$ cat src/rtl/uart_rx_shift_if.sv
// Bus between the UART receiver and its consumer: oversample strobe, serial
// line and read acknowledge in; received byte and status flags out.
interface uart_rx_shift_if;
  logic       tick;
  logic       rx;
  logic       rd;
  logic [7:0] data;
  logic       valid;
  logic       frame_err;
  logic       overrun;
  logic       busy;

  // master is the side that feeds the line and consumes bytes
  modport master (
    output tick, rx, rd,
    input  data, valid, frame_err, overrun, busy
  );

  // slave is the receiver itself
  modport slave (
    input  tick, rx, rd,
    output data, valid, frame_err, overrun, busy
  );
endinterface

$ cat src/rtl/uart_rx_shift.sv
// Oversampling UART receiver: 8N1 frames, mid-bit sampling, single-byte
// holding register with valid/overrun flags and a one-clk framing-error pulse.
module uart_rx_shift #(
  parameter int OVERSAMPLE = 16
) (
  input  logic            clk,
  input  logic            rst,
  uart_rx_shift_if.slave  bus
);

  localparam int CW = (OVERSAMPLE > 2) ? $clog2(OVERSAMPLE) : 1;
  localparam logic [CW-1:0] HALF_LAST = CW'(OVERSAMPLE / 2 - 1);
  localparam logic [CW-1:0] FULL_LAST = CW'(OVERSAMPLE - 1);

  typedef enum logic [2:0] {IDLE, START, DATA, STOP, BREAK} state_t;

  state_t        r_state;
  logic          r_sync1;
  logic          r_sync2;
  logic [CW-1:0] r_cnt;
  logic [2:0]    r_bit_idx;
  logic [7:0]    r_shift;
  logic [7:0]    r_data;
  logic          r_valid;
  logic          r_frame_err;
  logic          r_overrun;
  logic          r_busy;
  logic          w_rx_s;

  assign w_rx_s = r_sync2;

  // Flops reset to idle-high so a reset never looks like a start edge.
  always_ff @(posedge clk or posedge rst) begin
    if (rst) begin
      r_sync1 <= 1'b1;
      r_sync2 <= 1'b1;
    end else begin
      r_sync1 <= bus.rx;
      r_sync2 <= r_sync1;
    end
  end

  always_ff @(posedge clk or posedge rst) begin
    if (rst) begin
      r_state     <= IDLE;
      r_cnt       <= '0;
      r_bit_idx   <= '0;
      r_shift     <= '0;
      r_data      <= 8'h00;
      r_valid     <= 1'b0;
      r_frame_err <= 1'b0;
      r_overrun   <= 1'b0;
      r_busy      <= 1'b0;
    end else begin
      r_frame_err <= 1'b0;
      if (bus.rd) begin
        r_valid   <= 1'b0;
        r_overrun <= 1'b0;
      end
      if (bus.tick) begin
        case (r_state)
          IDLE: begin
            if (!w_rx_s) begin
              r_state <= START;
              r_cnt   <= '0;
              r_busy  <= 1'b1;
            end
          end
          START: begin
            if (r_cnt == HALF_LAST) begin
              r_cnt <= '0;
              if (!w_rx_s) begin
                r_state   <= DATA;
                r_bit_idx <= '0;
              end else begin
                r_state <= IDLE;
                r_busy  <= 1'b0;
              end
            end else begin
              r_cnt <= r_cnt + CW'(1);
            end
          end
          DATA: begin
            if (r_cnt == FULL_LAST) begin
              r_cnt     <= '0;
              r_shift   <= {w_rx_s, r_shift[7:1]};
              r_bit_idx <= r_bit_idx + 3'd1;
              if (r_bit_idx == 3'd7)
                r_state <= STOP;
            end else begin
              r_cnt <= r_cnt + CW'(1);
            end
          end
          STOP: begin
            if (r_cnt == FULL_LAST) begin
              r_cnt <= '0;
              if (w_rx_s) begin
                // a same-cycle rd consumes the old byte, so no overrun then
                r_data  <= r_shift;
                r_valid <= 1'b1;
                if (r_valid && !bus.rd)
                  r_overrun <= 1'b1;
                r_state <= IDLE;
                r_busy  <= 1'b0;
              end else begin
                r_frame_err <= 1'b1;
                r_state     <= BREAK;
              end
            end else begin
              r_cnt <= r_cnt + CW'(1);
            end
          end
          BREAK: begin
            if (w_rx_s) begin
              r_state <= IDLE;
              r_busy  <= 1'b0;
            end
          end
          default: begin
            r_state <= IDLE;
            r_busy  <= 1'b0;
          end
        endcase
      end
    end
  end

  assign bus.data      = r_data;
  assign bus.valid     = r_valid;
  assign bus.frame_err = r_frame_err;
  assign bus.overrun   = r_overrun;
  assign bus.busy      = r_busy;

endmodule
$ cat src/flat_wrapper.sv
// flat-port wrapper written by rule: the top's interface ports become plain ports
module uart_rx_shift_flat 
#(
  parameter int OVERSAMPLE = 16
)
  (clk, rst, bus_tick, bus_rx, bus_rd, bus_data, bus_valid, bus_frame_err, bus_overrun, bus_busy);
  uart_rx_shift_if bus_i ();
  input  logic clk;
  input  logic rst;
  input wire logic [$bits(bus_i.tick)-1:0] bus_tick;
  input wire logic [$bits(bus_i.rx)-1:0] bus_rx;
  input wire logic [$bits(bus_i.rd)-1:0] bus_rd;
  output wire logic [$bits(bus_i.data)-1:0] bus_data;
  output wire logic [$bits(bus_i.valid)-1:0] bus_valid;
  output wire logic [$bits(bus_i.frame_err)-1:0] bus_frame_err;
  output wire logic [$bits(bus_i.overrun)-1:0] bus_overrun;
  output wire logic [$bits(bus_i.busy)-1:0] bus_busy;
  assign bus_i.tick = bus_tick;
  assign bus_i.rx = bus_rx;
  assign bus_i.rd = bus_rd;
  assign bus_data = bus_i.data;
  assign bus_valid = bus_i.valid;
  assign bus_frame_err = bus_i.frame_err;
  assign bus_overrun = bus_i.overrun;
  assign bus_busy = bus_i.busy;
  uart_rx_shift #(.OVERSAMPLE(OVERSAMPLE)) u_core (.clk(clk), .rst(rst), .bus(bus_i));
endmodule
$ cat config.mk
export PLATFORM = sky130hd
export DESIGN_NAME = uart_rx_shift_flat
export DESIGN_NICKNAME = d
export VERILOG_FILES = /design/src/rtl/uart_rx_shift_if.sv /design/src/rtl/uart_rx_shift.sv /design/src/flat_wrapper.sv
export SDC_FILE = /design/constraint.sdc
export NUM_CORES = 1
export LEC_CHECK = 0
export ABC_CLOCK_PERIOD_IN_PS = 1600
export CORE_ASPECT_RATIO = 1.1
export CORE_MARGIN = 10
export CORE_UTILIZATION = 50
export CTS_BUF_LIST = sky130_fd_sc_hd__clkbuf_8
export DETAILED_ROUTE_END_ITERATION = 10
export DONT_BUFFER_PORTS = 1
export PLACE_DENSITY = 0.68
export SKIP_CTS_REPAIR_TIMING = 1
export SYNTH_ARGS = -nofsm -noshare
export SYNTH_HDL_FRONTEND = slang
export SYNTH_SLANG_ARGS = --single-unit
export TNS_END_PERCENT = 50
$ cat constraint.sdc
create_clock -name clk -period 1.6 [get_ports clk]
set_input_delay 0.24 -clock clk [delete_from_list [all_inputs] [get_ports clk]]
set_output_delay 0.24 -clock clk [all_outputs]
set_load 0.03 [all_outputs]
After elaboration in Yosys (flattened, before gate mapping)
Index checks and enable logic that the tools add are counted.
{"block": "op_classes", "n_eq_ne": 14, "n_bitwise": 1, "addsub": 2, "reduce_logical": 12, "mux": 37}
{"cell": "$mux W3", "n": 10}
{"cell": "$mux W1", "n": 19}
{"cell": "$pmux W3 S5", "n": 1}
{"cell": "$mux W4", "n": 3}
{"cell": "$pmux W4 S3", "n": 1}
{"cell": "$ne A2 B1 Y1 const B", "n": 5}
{"cell": "$reduce_and A5 Y1", "n": 2}
{"cell": "$reduce_and A7 Y1", "n": 1}
{"cell": "$eq A3 B2 Y1 const B", "n": 2}
{"cell": "$eq A3 B3 Y1 const B", "n": 2}
{"cell": "$pmux W3 S2", "n": 1}
{"cell": "$reduce_and A3 Y1", "n": 2}
{"cell": "$pmux W1 S5", "n": 1}
{"cell": "$add A4 B1 Y4 const B", "n": 1}
{"cell": "$eq A4 B3 Y1 const B", "n": 1}
{"cell": "$eq A4 B4 Y1 const B", "n": 1}
{"cell": "$ne A2 B2 Y1 const B", "n": 2}
{"cell": "$reduce_and A4 Y1", "n": 1}
{"cell": "$add A3 B1 Y3 const B", "n": 1}
{"cell": "$eq A3 B1 Y1 const B", "n": 1}
{"cell": "$logic_not A3 Y1", "n": 1}
{"cell": "$reduce_bool A3 Y1", "n": 1}
{"cell": "$mux W2", "n": 1}
{"cell": "$reduce_bool A2 Y1", "n": 1}
{"cell": "4 further kinds", "n": 4}
{"block": "totals", "reg_bits": 32, "in_bits": 5, "out_inout_bits": 12, "wordCells": 77}

Longest topological paths before layout
Gate-level depths: netlist of the first run.
{"block": "depth", "word_depth": 7, "mapped_depth": 6, "ltp_nobuf": 6}

Worst setup path after synthesis of the first run
OpenSTA, ideal clock, no wires.
{"block": "synth_timing", "path_type": "reg-to-reg", "from": "register u_core.r_cnt[0]", "to": "register u_core.r_state[0]", "path_buffers": 0, "stages_incl_launch_ff": 6, "synth_period_minus_slack_ns": 1.656, "slack_ns": -0.056, "arrival_time_ns": 1.529, "cell_sequence": "dfrtp_1 > ha_1 > and3b_1 > nor3_2 > nor4_4 > mux2_1"}
{"block": "synth_via", "elab_chain_cells": 3, "word_cells_on_any_way": 6, "cone_classes": "eq/ne (5); reduce/logical (1)"}
{"item": "start: declaration", "line": "uart_rx_shift.sv:20", "source": "logic [CW-1:0] r_cnt;"}
{"item": "start signal: assignment", "line": "uart_rx_shift.sv:80", "source": "r_cnt <= r_cnt + CW'(1);"}
{"item": "start signal: assignment", "line": "uart_rx_shift.sv:91", "source": "r_cnt <= r_cnt + CW'(1);"}
{"item": "start signal: assignment", "line": "uart_rx_shift.sv:110", "source": "r_cnt <= r_cnt + CW'(1);"}
{"item": "$eq A4 B4 Y1 or $eq A4 B3 Y1 (tied branches)", "line": "uart_rx_shift.sv:84, uart_rx_shift.sv:95, uart_rx_shift.sv:70"}
{"item": "$ne A2 B1 Y1 (no line)"}
{"item": "$reduce_and A7 Y1 (no line) *"}
{"item": "end signal: assignment", "line": "uart_rx_shift.sv:89", "source": "r_state <= STOP;"}
{"item": "end signal: assignment", "line": "uart_rx_shift.sv:103", "source": "r_state <= IDLE;"}
{"item": "end signal: assignment", "line": "uart_rx_shift.sv:107", "source": "r_state <= BREAK;"}
{"item": "end: declaration", "line": "uart_rx_shift.sv:17", "source": "state_t r_state;"}
Every way passes the cells marked *; elsewhere a longest branch is shown, timed or not.
A chain may end at the register's enable or synchronous reset.

Worst setup path after layout of the first run
{"block": "layout_timing", "from": "register u_core.r_bit_idx[1]", "to": "register u_core.r_state[2]"}
{"block": "layout_via", "elab_chain_cells": 3}
{"item": "start: declaration", "line": "uart_rx_shift.sv:21", "source": "logic [2:0] r_bit_idx;"}
{"item": "start signal: assignment", "line": "uart_rx_shift.sv:87", "source": "r_bit_idx <= r_bit_idx + 3'd1;"}
{"item": "$eq A3 B3 Y1", "line": "uart_rx_shift.sv:88", "source": "if (r_bit_idx == 3'd7)"}
{"item": "$ne A2 B1 Y1 (no line)"}
{"item": "$reduce_and A7 Y1 (no line)"}
Every way passes these cells.

==> results of run 1 <==
[sequential cells by signal (all words and copies together), names as in the netlist]
register / flops
u_core.bus.data: 8
u_core.r_shift: 8
u_core.r_cnt: 4
u_core.r_bit_idx: 3
u_core.r_state: 3
u_core.bus.busy: 1
u_core.bus.frame_err: 1
u_core.bus.overrun: 1
u_core.bus.valid: 1
u_core.r_sync1: 1
u_core.r_sync2: 1
[placed cells by master, fill, tap and decap left out, types with 3 or more instances in the layout]
cell type,instances
dlygate4sd3_1,3
a21oi_1,4
nor2_1,5
buf_4,21
clkbuf_8,5
inv_1,8
mux2_4,4
nand2_1,5
mux2_2,16
dfrtp_1,28
a21o_1,3
ha_4,3
nor3_1,4
o21ai_0,6
[metal layers]
layer / routed length (µm) / part of all wire / vias up / global-route usage
met5: 0 / 0 / - / 0
li1: - / - / 476 / -
met2: 1427 / 0.50 / 17 / 0.1632
met4: 73 / 0.025 / 0 / 0.05133
met3: 154 / 0.054 / 8 / 0.04580
met1: 1207 / 0.42 / 488 / 0.1120
[how the worst min path moves through the flow]
stage	from	endpoint	slack (ns)	cells after the start
after global placement	rst	u_core.bus.data[3]$_DFFE_PP0P_	0.23	2
after global routing	bus_rd	u_core.bus.valid$_DFF_PP0_	0.13	2
after detailed placement	rst	u_core.bus.data[3]$_DFFE_PP0P_	0.24	2
final	bus_rd	u_core.bus.valid$_DFF_PP0_	0.12	2
after CTS	rst	u_core.bus.data[5]$_DFFE_PP0P_	-0.08	2
after floorplan	bus_rx	u_core.r_sync1$_DFF_PP1_	0.24	0
[per-stage QoR]
step	cell area (µm²)	setup TNS, ns	setup slack, ns	utilization
6_report	1917	-1.210	-0.1330	0.6719
5_1_grt	1917	-2.572	-0.1900	0.6719
4_1_cts	1764	-0.6378	-0.1185	0.6184
3_5_place_dp	1675	-0.5019	-0.1031	0.5873
3_3_place_gp	1675	-0.2302	-0.07557	0.5873
2_1_floorplan	1539	0	0.004127	-
[logic make-up after synthesis]
| logic type | count (synthesis) |
|---|---|
| AO/OA/AOI/OAI | 19 |
| XOR/XNOR | 1 |
| adder cells (fa/ha/maj) | 3 |
| buffers and inverters | 12 |
| flip-flops | 32 |
| multiplexers | 22 |
| AND/OR/NAND/NOR | 31 |
[report_power, final]
part           total, mW  internal (mW)  switching [mW]
clock network      0.603          0.302           0.301
registers           1.13          0.939           0.188
logic               1.13          0.646           0.485
total               2.86           1.89           0.974
[layout make-up]
cell class	count	share of cell area
clock buffers	5	0.03590
clock inverters	3	0.01044
inverters	8	0.01567
multi-input cells	76	0.3877
flip-flops and latches	32	0.4204
well taps	33	0.02154
repair buffers	25	0.1084
==> impl_metrics.tcl, run 1 <==
set metrics [dict create \
    drive_gt1_frac 0.4497 \
    critPathCapture "u_core.r_state[2]$_DFFE_PP0P_" \
    regArea_um2 805.8 \
    clk_pin_slew_ns 0.07 \
    cts_tree "built" \
    synth_ff_type "dfrtp_1" \
    cts_buffer_depth 2 \
    hold_violations 0 \
    crit_cells 7 \
    syn-cell-area_mm2 0.001524 \
    max-cap-violations 0 \
    final_cell_count_no_fill 182 \
    num_rows 20 \
    clock_latency_ns 0.28 \
    dr.pass1.iters 2 \
    ys_top_cells_by_count "30 x dfrtp_1, 16 x mux2_2, 8 x inv_1" \
    wl_mm 2.864 \
    required_ns 1.76 \
    syn_avg_cell_area_um2 12.70 \
    endpoint_kind "flop" \
    timing.rr.start "u_core.r_bit_idx[1]$_DFFE_PP0P_" \
    max_slew_margin 0.7070 \
    synth-xor-area-share 0.005747 \
    cts_buffers 5 \
    syn_inst 120 \
    drtIter0Drc 39 \
    grt_pass1_wl_mm 4.567 \
    overflow 0 \
    synth_seq_area_share 0.5271 \
    hold_slack_ns 0.1248 \
    port_buffers 0 \
    netlist_top_cells_area "dfrtp_1 49%, mux2_2 12%, dfstp_2 3.4%" \
    fmax_mhz 577.0 \
    setup_viol 19 \
    peakVddDrop_mv 0.9588 \
    synth_compound_area_frac 0.08621 \
    reg2reg_to "u_core.r_state[2]$_DFFE_PP0P_" \
    grt_setup_unrepaired "true" \
    yosys.area.top_type_share 0.4926 \
    yosys.area_share.simple 0.1502 \
    async_flop_share 1.000 \
    routabilityCongestion 0.9174 \
    violations "setup timing" \
    ys_types 38 \
    cpPeakStageDelay_ns 0.40 \
    synth_mux_area_frac 0.1634 \
    yosysMostFrequentCell "dfrtp_1" \
    vias 989 \
    synth_edf_count 0 \
    worst_slack_ns -0.1330 \
    synth_fp_nets 128 \
    grt_pass1_vias 998 \
    core-area_mm2 0.002853 \
    grt_max_degree 33 \
    synth_top_family_by_area "multiplexers" \
    drcViolationCount 0 \
    cts-root-buf "clkbuf_8" \
    crit_chain "ha_4 > ha_4 > inv_2 > a2bb2oi_4 > nor4_4 > buf_4 > mux2_4" \
    ant_nets 0 \
    status "finished with violations" \
    areaGrowthSynthToFinish_pct 25.78 \
    critPathMostFrequentCell "ha_4" \
    final-max-slew-violation-count 0 \
    start_kind "flop" \
    die_h_um 77.90 \
    die_area_mm2 0.005659 \
    fill_cells 213 \
    slowest_stage "dfrtp_1" \
    ys_seq_elements 32 \
    routedWlPerCell_um 15.74 \
    hp-class "in -> reg" \
    crit_fanout 3 \
    p_total_mw 2.861 \
    total_leakage_power_nw 0.9205 \
    power_density_mw_per_mm2 1492 \
    yosysTopAreaCell "dfrtp_1" \
    worst-setup-path-type "reg -> reg" \
    layout_min_cycle_time_ns 1.733 \
    die_w_um 72.64 \
    vias_per_cell 5.434 \
    ys_warn_count 0 \
    multi_input_area_um2 743.2 \
    worst_pin_slew_ns 0.4361 \
    htreeDepth 2 \
    cp.arrival_ns 1.90 \
    nets 156 \
    place_inst 165 \
    skew_ns 0.005792 \
    hpwlAfterDp_mm 1.994 \
    ioPinCount 17 \
    min_period_over_period 1.083 \
    critical_path_buf_inv_count 2 \
    critPathLaunch "u_core.r_bit_idx[1]$_DFFE_PP0P_" \
    initial_core_util 0.5342 \
    r2r_cells 7 \
    rrSetupSlack_ns -0.13 \
    antenna_found_initial 0 \
    grt_use_total 0.1024 \
    cp_top_family "flip-flops" \
    clock-sinks 32 \
    diodes 0 \
    yosys.area_share.adder 0.02463 \
]
Power figures use the tool's default switching activity.
==> inputs of run 2 (changes only) <==
--- a/config.mk
+++ b/config.mk
@@ -13,6 +13,7 @@
 export DETAILED_ROUTE_END_ITERATION = 10
 export DONT_BUFFER_PORTS = 1
 export PLACE_DENSITY = 0.68
+export SETUP_SLACK_MARGIN = 0.2
 export SKIP_CTS_REPAIR_TIMING = 1
 export SYNTH_ARGS = -nofsm -noshare
 export SYNTH_HDL_FRONTEND = slang
==> run 2 against run 1 <==
The run still ends with setup timing left. First-iteration DRC count is 10% lower. Sequential share of layout area is 2.0 points higher. Sequential cell count is the same. Count of clock-buffer cells in the layout grew 1. Setup slack better by 0.012 ns. Global-route usage is 0.84 points higher. Critical path type unchanged. Combinational power down 16%. Clock power rose by 8.1%. Cell area fell by 4.8%.
==> impl_metrics.tcl, run 2 (same netlist as run 1, synthesis figures left out) <==
set metrics [dict create \
    layout_min_cycle_time_ns 1.721 \
    clk_pin_slew_ns 0.07 \
    max_slew_margin 0.7420 \
    endpoint_kind "flop" \
    hold_violations 0 \
    hpwlAfterDp_mm 2.172 \
    crit_fanout 4 \
    min_period_over_period 1.076 \
    drive_gt1_frac 0.4196 \
    grt_pass1_wl_mm 4.968 \
    dr.pass1.iters 4 \
    drcViolationCount 0 \
    violations "setup timing" \
    grt_use_total 0.1108 \
    ioPinCount 17 \
    final_cell_count_no_fill 176 \
    final-max-slew-violation-count 0 \
    max-cap-violations 0 \
    setup_viol 19 \
    total_leakage_power_nw 0.8751 \
    antenna_found_initial 0 \
    wl_mm 2.958 \
    die_h_um 77.90 \
    routabilityCongestion 0.8725 \
    cts-root-buf "clkbuf_8" \
    nets 150 \
    power_density_mw_per_mm2 1490 \
    fmax_mhz 581.0 \
    layout_commonest_cell "dfrtp_1" \
    routedWlPerCell_um 16.81 \
    worst_pin_slew_ns 0.3773 \
    fill_cells 230 \
    hp-class "in -> reg" \
    peakVddDrop_mv 0.8788 \
    place_inst 162 \
    status "finished with violations" \
    cts_tree "built" \
    cts_buffers 5 \
    overflow 0 \
    final_cell_mix "29 x dfrtp_1, 16 x mux2_2, 16 x buf_4" \
    skew_ns 0.006298 \
    initial_core_util 0.5342 \
    areaGrowthSynthToFinish_pct 19.79 \
    drtIter0Drc 35 \
    port_buffers 0 \
    ant_nets 0 \
    grt_max_degree 33 \
    num_rows 20 \
    clock_latency_ns 0.28 \
    hold_slack_ns 0.01046 \
    cts_buffer_depth 2 \
    r2r_cells 5 \
    tns_ns -1.372 \
    grt_setup_unrepaired "true" \
    required_ns 1.77 \
    worstHoldPathCells 1 \
    grt_pass1_vias 1055 \
    worst-setup-path-type "reg -> reg" \
    vias 980 \
    vias_per_cell 5.568 \
    worst_slack_ns -0.1212 \
    clock-sinks 32 \
    die_w_um 72.64 \
    cp.arrival_ns 1.89 \
    diodes 0 \
    start_kind "flop" \
    core-area_mm2 0.002853 \
    die_area_mm2 0.005659 \
    htreeDepth 2 \
]
==> run 2: changes by cell type in the layout (fill, tap and decap cells not counted), sizes merged <==
cell | before | now
clkbuf | 5 | 6
dlygate4sd3 | 3 | 2
clkinv | 1 | 0
buf | 22 | 17
inv | 9 | 8
clkinvlp | 1 | 2
==> run 2: metal layers <==
metal  global-route usage  vias up  share of wire
met2               0.1875       13           0.55
met3              0.05089        2          0.049
li1                     -      469              -
met4              0.03422        0         0.0057
met1               0.1192      496           0.39
met5                    0        -              0
==> run 2: through the flow <==
stage          power (mW)    util  setup slack, ns  area, µm²
2_1_floorplan       1.749       -          0.01435       1548
3_3_place_gp        1.935  0.5811         -0.05630       1658
3_5_place_dp        1.978  0.5811         -0.09339       1658
4_1_cts             2.632  0.6154          -0.1081       1755
5_1_grt             2.881  0.6399          -0.1748       1826
6_report            2.719  0.6399          -0.1212       1826
==> run 2: layout make-up <==
type	count	area, µm²	share of cell area
multi-input cells	76	691.9	0.3790
clock inverters	2	15.01	0.008225
well taps	33	41.29	0.02262
repair buffers	19	160.2	0.08773
flip-flops and latches	32	804.5	0.4407
clock buffers	6	82.58	0.04524
inverters	8	30.03	0.01645
==> run 2: critical path, stage by stage, from the launching register on <==
cell and delay [ns]:
dfrtp_1 0.39, ha_4 0.18, nand4_4 0.13, a2bb2oi_2 0.17, nor4_4 0.40, mux2_4 0.34
==> run 2: power breakdown <==
group / total, mW / internal, mW / leakage (nW) / switching [mW]
logic: 0.949 / 0.517 / 0.408 / 0.432
registers: 1.12 / 0.936 / 0.424 / 0.182
clock network: 0.652 / 0.348 / 0.0434 / 0.304
total: 2.72 / 1.80 / 0.875 / 0.918
==> run 2: worst paths after layout <==
path,start,to,slack [ns]
worst max-delay path,u_core.r_cnt[0]$_DFFE_PP0P_,u_core.r_state[0]$_DFFE_PP0P_,-0.12
worst min-delay path,bus_rd,u_core.bus.overrun$_DFF_PP0_,0.01
worst max register to register,u_core.r_cnt[0]$_DFFE_PP0P_,u_core.r_state[0]$_DFFE_PP0P_,-0.12
worst min register to register,u_core.r_sync1$_DFF_PP1_,u_core.r_sync2$_DFF_PP1_,0.36
max in group asynchronous,rst,u_core.r_sync1$_DFF_PP1_,0.79
min in group asynchronous,rst,u_core.r_shift[4]$_DFFE_PP0P_,0.48
==> inputs of run 3 (changes only) <==
--- a/config.mk
+++ b/config.mk
@@ -12,9 +12,11 @@
 export CTS_BUF_LIST = sky130_fd_sc_hd__clkbuf_8
 export DETAILED_ROUTE_END_ITERATION = 10
 export DONT_BUFFER_PORTS = 1
+export MAX_ROUTING_LAYER = met4
 export PLACE_DENSITY = 0.68
 export SETUP_SLACK_MARGIN = 0.2
 export SKIP_CTS_REPAIR_TIMING = 1
+export SLEW_MARGIN = 10
 export SYNTH_ARGS = -nofsm -noshare
 export SYNTH_HDL_FRONTEND = slang
 export SYNTH_SLANG_ARGS = --single-unit
==> run 3 against run 2 <==
The run still ends with setup timing left. Setup slack worse by 0.0018 ns. Non-clock buffer count stayed put. Via count is 0.82% higher. Power hardly changed. Sequential share of layout area stayed put. Final cell count stayed put. Highest routed layer unchanged. Combinational power hardly changed. Die area stayed put. Sequential cell count stayed put.
==> impl_metrics.tcl, run 3 (same netlist as run 1, synthesis figures left out) <==
set metrics [dict create \
    status "finished with violations" \
    violations "setup timing" \
    min_period_over_period 1.077 \
    worst-setup-path-type "reg -> reg" \
    routabilityCongestion 0.8867 \
    initial_core_util 0.5342 \
    setup_viol 19 \
    cts_buffers 5 \
    htreeDepth 2 \
    tns_ns -1.321 \
    diodes 0 \
    clock_latency_ns 0.28 \
    cp.arrival_ns 1.89 \
    wl_mm 2.941 \
    multi_input_area_um2 691.9 \
    ioPinCount 17 \
    p_total_mw 2.721 \
    start_kind "flop" \
    drtIter0Drc 49 \
    layout_commonest_cell "dfrtp_1" \
    clk_pin_slew_ns 0.07 \
    grt_pass1_wl_mm 4.968 \
    place_area_mm2 0.001658 \
    regArea_um2 804.5 \
    overflow 0 \
    endpoint_kind "flop" \
    ant_nets 0 \
    final_cell_count_no_fill 176 \
    worst_pin_slew_ns 0.3773 \
    r2r_cells 5 \
    grt_pass1_vias 1056 \
    crit_cells 5 \
    vias_per_cell 5.614 \
    grt_use_total 0.1140 \
    drcViolationCount 0 \
    die_h_um 77.90 \
    num_rows 20 \
    grt_setup_unrepaired "true" \
    areaGrowthSynthToFinish_pct 19.79 \
    dr.pass1.iters 4 \
    place_inst 162 \
    max-cap-violations 0 \
    total_leakage_power_nw 0.8751 \
    hp-class "in -> reg" \
    cts_buffer_depth 2 \
    port_buffers 0 \
    clock-sinks 32 \
    slowest_stage "nor4_4" \
    worst_slack_ns -0.1231 \
    cp_top_family "simple AND/OR/NAND/NOR gates" \
    die_area_mm2 0.005659 \
    nets 150 \
    die_w_um 72.64 \
    max_slew_margin 0.7420 \
    cts-root-buf "clkbuf_8" \
    place_ws_ns -0.09339 \
    core-area_mm2 0.002853 \
    final_cell_mix "29 x dfrtp_1, 16 x mux2_2, 16 x buf_4" \
    antenna_found_initial 0 \
    crit_chain "ha_4 > nand4_4 > a2bb2oi_2 > nor4_4 > mux2_4" \
    required_ns 1.77 \
    critical_path_buf_inv_count 0 \
    hpwlAfterDp_mm 2.172 \
    power_density_mw_per_mm2 1491 \
    final-max-slew-violation-count 0 \
    peakVddDrop_mv 0.8798 \
    vias 988 \
    crit_fanout 4 \
    drive_gt1_frac 0.4196 \
    skew_ns 0.006075 \
    postLayoutCellArea_mm2 0.001826 \
    routedWlPerCell_um 16.71 \
    worstHoldPathCells 1 \
    hold_violations 0 \
    cts_tree "built" \
    fill_cells 230 \
    grt_max_degree 33 \
    fmax_mhz 580.4 \
    layout_min_cycle_time_ns 1.723 \
    cpPeakStageDelay_ns 0.40 \
]
==> run 3: cell counts in the layout (fill, tap and decap cells not counted) <==
Identical to the previous run, type by type.
==> run 3: worst paths after layout <==
path                                             start                            end  slack (ns)
min                                             bus_rd   u_core.bus.overrun$_DFF_PP0_        0.01
min in group asynchronous                          rst  u_core.r_shift[4]$_DFFE_PP0P_        0.48
max reg2reg                u_core.r_cnt[0]$_DFFE_PP0P_  u_core.r_state[0]$_DFFE_PP0P_       -0.12
max in group asynchronous                          rst       u_core.r_sync1$_DFF_PP1_        0.79
min reg2reg                   u_core.r_sync1$_DFF_PP1_       u_core.r_sync2$_DFF_PP1_        0.36
max                        u_core.r_cnt[0]$_DFFE_PP0P_  u_core.r_state[0]$_DFFE_PP0P_       -0.12
==> run 3: where the power goes <==
group	switching, mW	leakage [nW]	total (mW)	internal, mW
Combinational	0.434	0.408	0.951	0.517
Sequential	0.181	0.424	1.12	0.936
Clock	0.305	0.0434	0.653	0.348
==> run 3: metrics by stage <==
| stage | util | hold slack [ns] |
|---|---|---|
| 3_3_place_gp | 0.5811 | 0.2304 |
| 5_1_grt | 0.6399 | 0.004687 |
| 2_1_floorplan | - | 0.2445 |
| 3_5_place_dp | 0.5811 | 0.2446 |
| 6_report | 0.6399 | 0.01028 |
| 4_1_cts | 0.6154 | -0.05937 |
==> run 3: layer usage <==
| layer | vias up | wire (µm) | GRT usage |
|---|---|---|---|
| met2 | 13 | 1604 | 0.1875 |
| li1 | 470 | - | - |
| met4 | 0 | 25 | 0.03422 |
| met5 | - | 0 | - |
| met1 | 501 | 1181 | 0.1207 |
| met3 | 4 | 130 | 0.04835 |
==> run 3: final cells by class <==
cell class / count / share of cell area
flip-flops and latches: 32 / 0.4407
well taps: 33 / 0.02262
inverters: 8 / 0.01645
repair buffers: 19 / 0.08773
clock inverters: 2 / 0.008225
clock buffers: 6 / 0.04524
multi-input cells: 76 / 0.3790
==> RTL edit, RTL diff (flow settings as in run 3) <==
`OVERSAMPLE` is set to 16 in 2 places; all go to 32.
--- a/src/rtl/uart_rx_shift.sv
+++ b/src/rtl/uart_rx_shift.sv
@@ -2,5 +2,5 @@
 // holding register with valid/overrun flags and a one-clk framing-error pulse.
 module uart_rx_shift #(
-  parameter int OVERSAMPLE = 16
+  parameter int OVERSAMPLE = 32
 ) (
   input  logic            clk,
--- a/src/flat_wrapper.sv
+++ b/src/flat_wrapper.sv
@@ -2,5 +2,5 @@
 module uart_rx_shift_flat 
 #(
-  parameter int OVERSAMPLE = 16
+  parameter int OVERSAMPLE = 32
 )
   (clk, rst, bus_tick, bus_rx, bus_rd, bus_data, bus_valid, bus_frame_err, bus_overrun, bus_busy);
Behaviour: no difference found for any inputs over 10 cycles, from zero or initial values and one cycle with rst high; that may be too few to reach the edited logic, so the function may still have changed.
==> RTL edit against run 3 <==
The flow still finishes with violations (negative setup slack); synthesized cell count is 5.0% higher; setup slack worse by 0.23 ns; die area is 2.9% higher; design area is 10% higher; clock power is 42% higher; area after synthesis is 3.9% higher; sequential share of layout area is 3.0 points lower; non-clock buffer count is 3 higher; hold slack better by 0.078 ns; sequential cell count is 1 higher; total power is 10% higher; wire length is 7.4% higher; largest power group unchanged.
==> RTL edit: results (changes against run 3) <==
| Metric | Value |
|---|---|
| Setup Viol. Count Final | 29 (+10) |
| Global-route wire length before repair | 5.175 mm (+4.2%) |
| Setup TNS | -7.093 ns (-5.772 ns) |
| GRT met3 Usage | 4.851% (+0.016 points) |
| Synth top cells by count | dfrtp_1 (31), mux2_2 (16), ha_1 (7), inv_1 (7), nor2_1 (7) |
| Met2 Usage GRT | 17.24% (-1.5 points) |
| Placed wire-length estimate | 2.234 mm (+2.9%) |
| Post-synthesis sequential area ratio | 52.29% (-0.42 points) |
| GPL Wtd Cong | 0.7629 (-14%) |
| Reg2reg path depth | 7 (+2) |
| Ys async rst share | 100.0% (unchanged) |
| FF-to-FF End | u_core.r_state[1]$_DFFE_PP0P_ |
| Vias per inst | 5.611 (about the same) |
| DRT Wirelength | 3.160 mm (+7.4%) |
| Crit path DAT | 2.13 ns (+0.24 ns) |
| Max-slew headroom | 73.22% (-0.97 points) |
| Worst vdd ir | 1153 uV (+31%) |
| Crit-path max FO | 3 (-1) |
| Failing checks | negative setup slack |
| Run status | finished with violations |
| Share of post-route cells with drive strength above 1 | 45.70% (+3.7 points) |
| Total track usage | 11.66% (+0.26 points) |
| Post-synth net total | 138 (+7.8%) |
| Largest net degree at the start of global routing | 34 (+3.0%) |
| Clk_skew | 0.01116 ns (+0.005084 ns) |
| Final Net Count | 162 (+8.0%) |
| DRC violation total after the first TritonRoute iteration | 53 (+8.2%) |
| Synth unique cells | 37 (-2.6%) |
| Worst setup margin | -0.3542 ns (-0.2311 ns) |
| Fill cell count | 225 (-2.2%) |
| Met1 usage | 13.53% (+1.5 points) |
==> RTL edit: changes by cell type after synthesis, sizes merged, moves of 3 or more <==
cell     change
nor3         -5
ha           +4
a2bb2oi      -3
and3         +4
o311ai       +3
nand3        +4
==> RTL edit: cells by family after synthesis <==
group,after synthesis,synth area share [%]
AOI/OAI and AO/OA,20,10.51
adders and majority gates,7,5.529
buffers and inverters,12,3.713
DFF,33,52.29
muxes,21,14.93
and+or+nand+nor,33,13.03
==> RTL edit: how the worst min path moves through the flow <==
stage,startpoint,cells past startpoint,to,slack (ns)
floorplan,bus_rx,0,u_core.r_sync1$_DFF_PP1_,0.24
global placement,rst,2,u_core.r_shift[2]$_DFFE_PP0P_,0.23
global route,bus_rd,1,u_core.bus.valid$_DFF_PP0_,0.10
finish,bus_rd,1,u_core.bus.valid$_DFF_PP0_,0.09
CTS,rst,2,u_core.r_cnt[1]$_DFFE_PP0P_,-0.08
detailed placement,rst,2,u_core.bus.data[2]$_DFFE_PP0P_,0.24
==> RTL edit: worst max-delay path: stages, from the launching register on <==
cell	delay, ns
dfrtp_1	0.39
ha_2	0.19
and3_4	0.19
ha_4	0.16
or2b_1	0.22
a211o_1	0.28
nand3_2	0.08
mux2_1	0.32
==> RTL edit: per-stage QoR <==
stage	cells	instance area, um2	setup slack [ns]
floorplan	126	1628	-0.3079
global placement	173	1773	-0.3100
detailed placement	173	1773	-0.3486
CTS	181	1907	-0.3600
global route	185	2017	-0.3942
finish	185	2017	-0.3542
==> RTL edit: cell type report <==
class,instances,share of cell area [%]
well taps,34,2.109
multi-input cells,81,39.95
flip-flops and latches,33,41.07
clock buffers,5,3.412
clock inverters,3,3.226
inverters,7,1.303
repair buffers,22,8.933
==> RTL edit: layer usage <==
| metal | up-vias | routed length [um] |
|---|---|---|
| li1 | 490 | - |
| met1 | 528 | 1304 |
| met2 | 16 | 1606 |
| met3 | 4 | 193 |
| met4 | 0 | 56 |
| met5 | - | 0 |
==> RTL edit: report_power, final <==
| group | switching (mW) | internal, mW | total [mW] |
|---|---|---|---|
| clock | 0.311 | 0.619 | 0.930 |
| combinational | 0.451 | 0.495 | 0.946 |
| sequential | 0.168 | 0.955 | 1.12 |
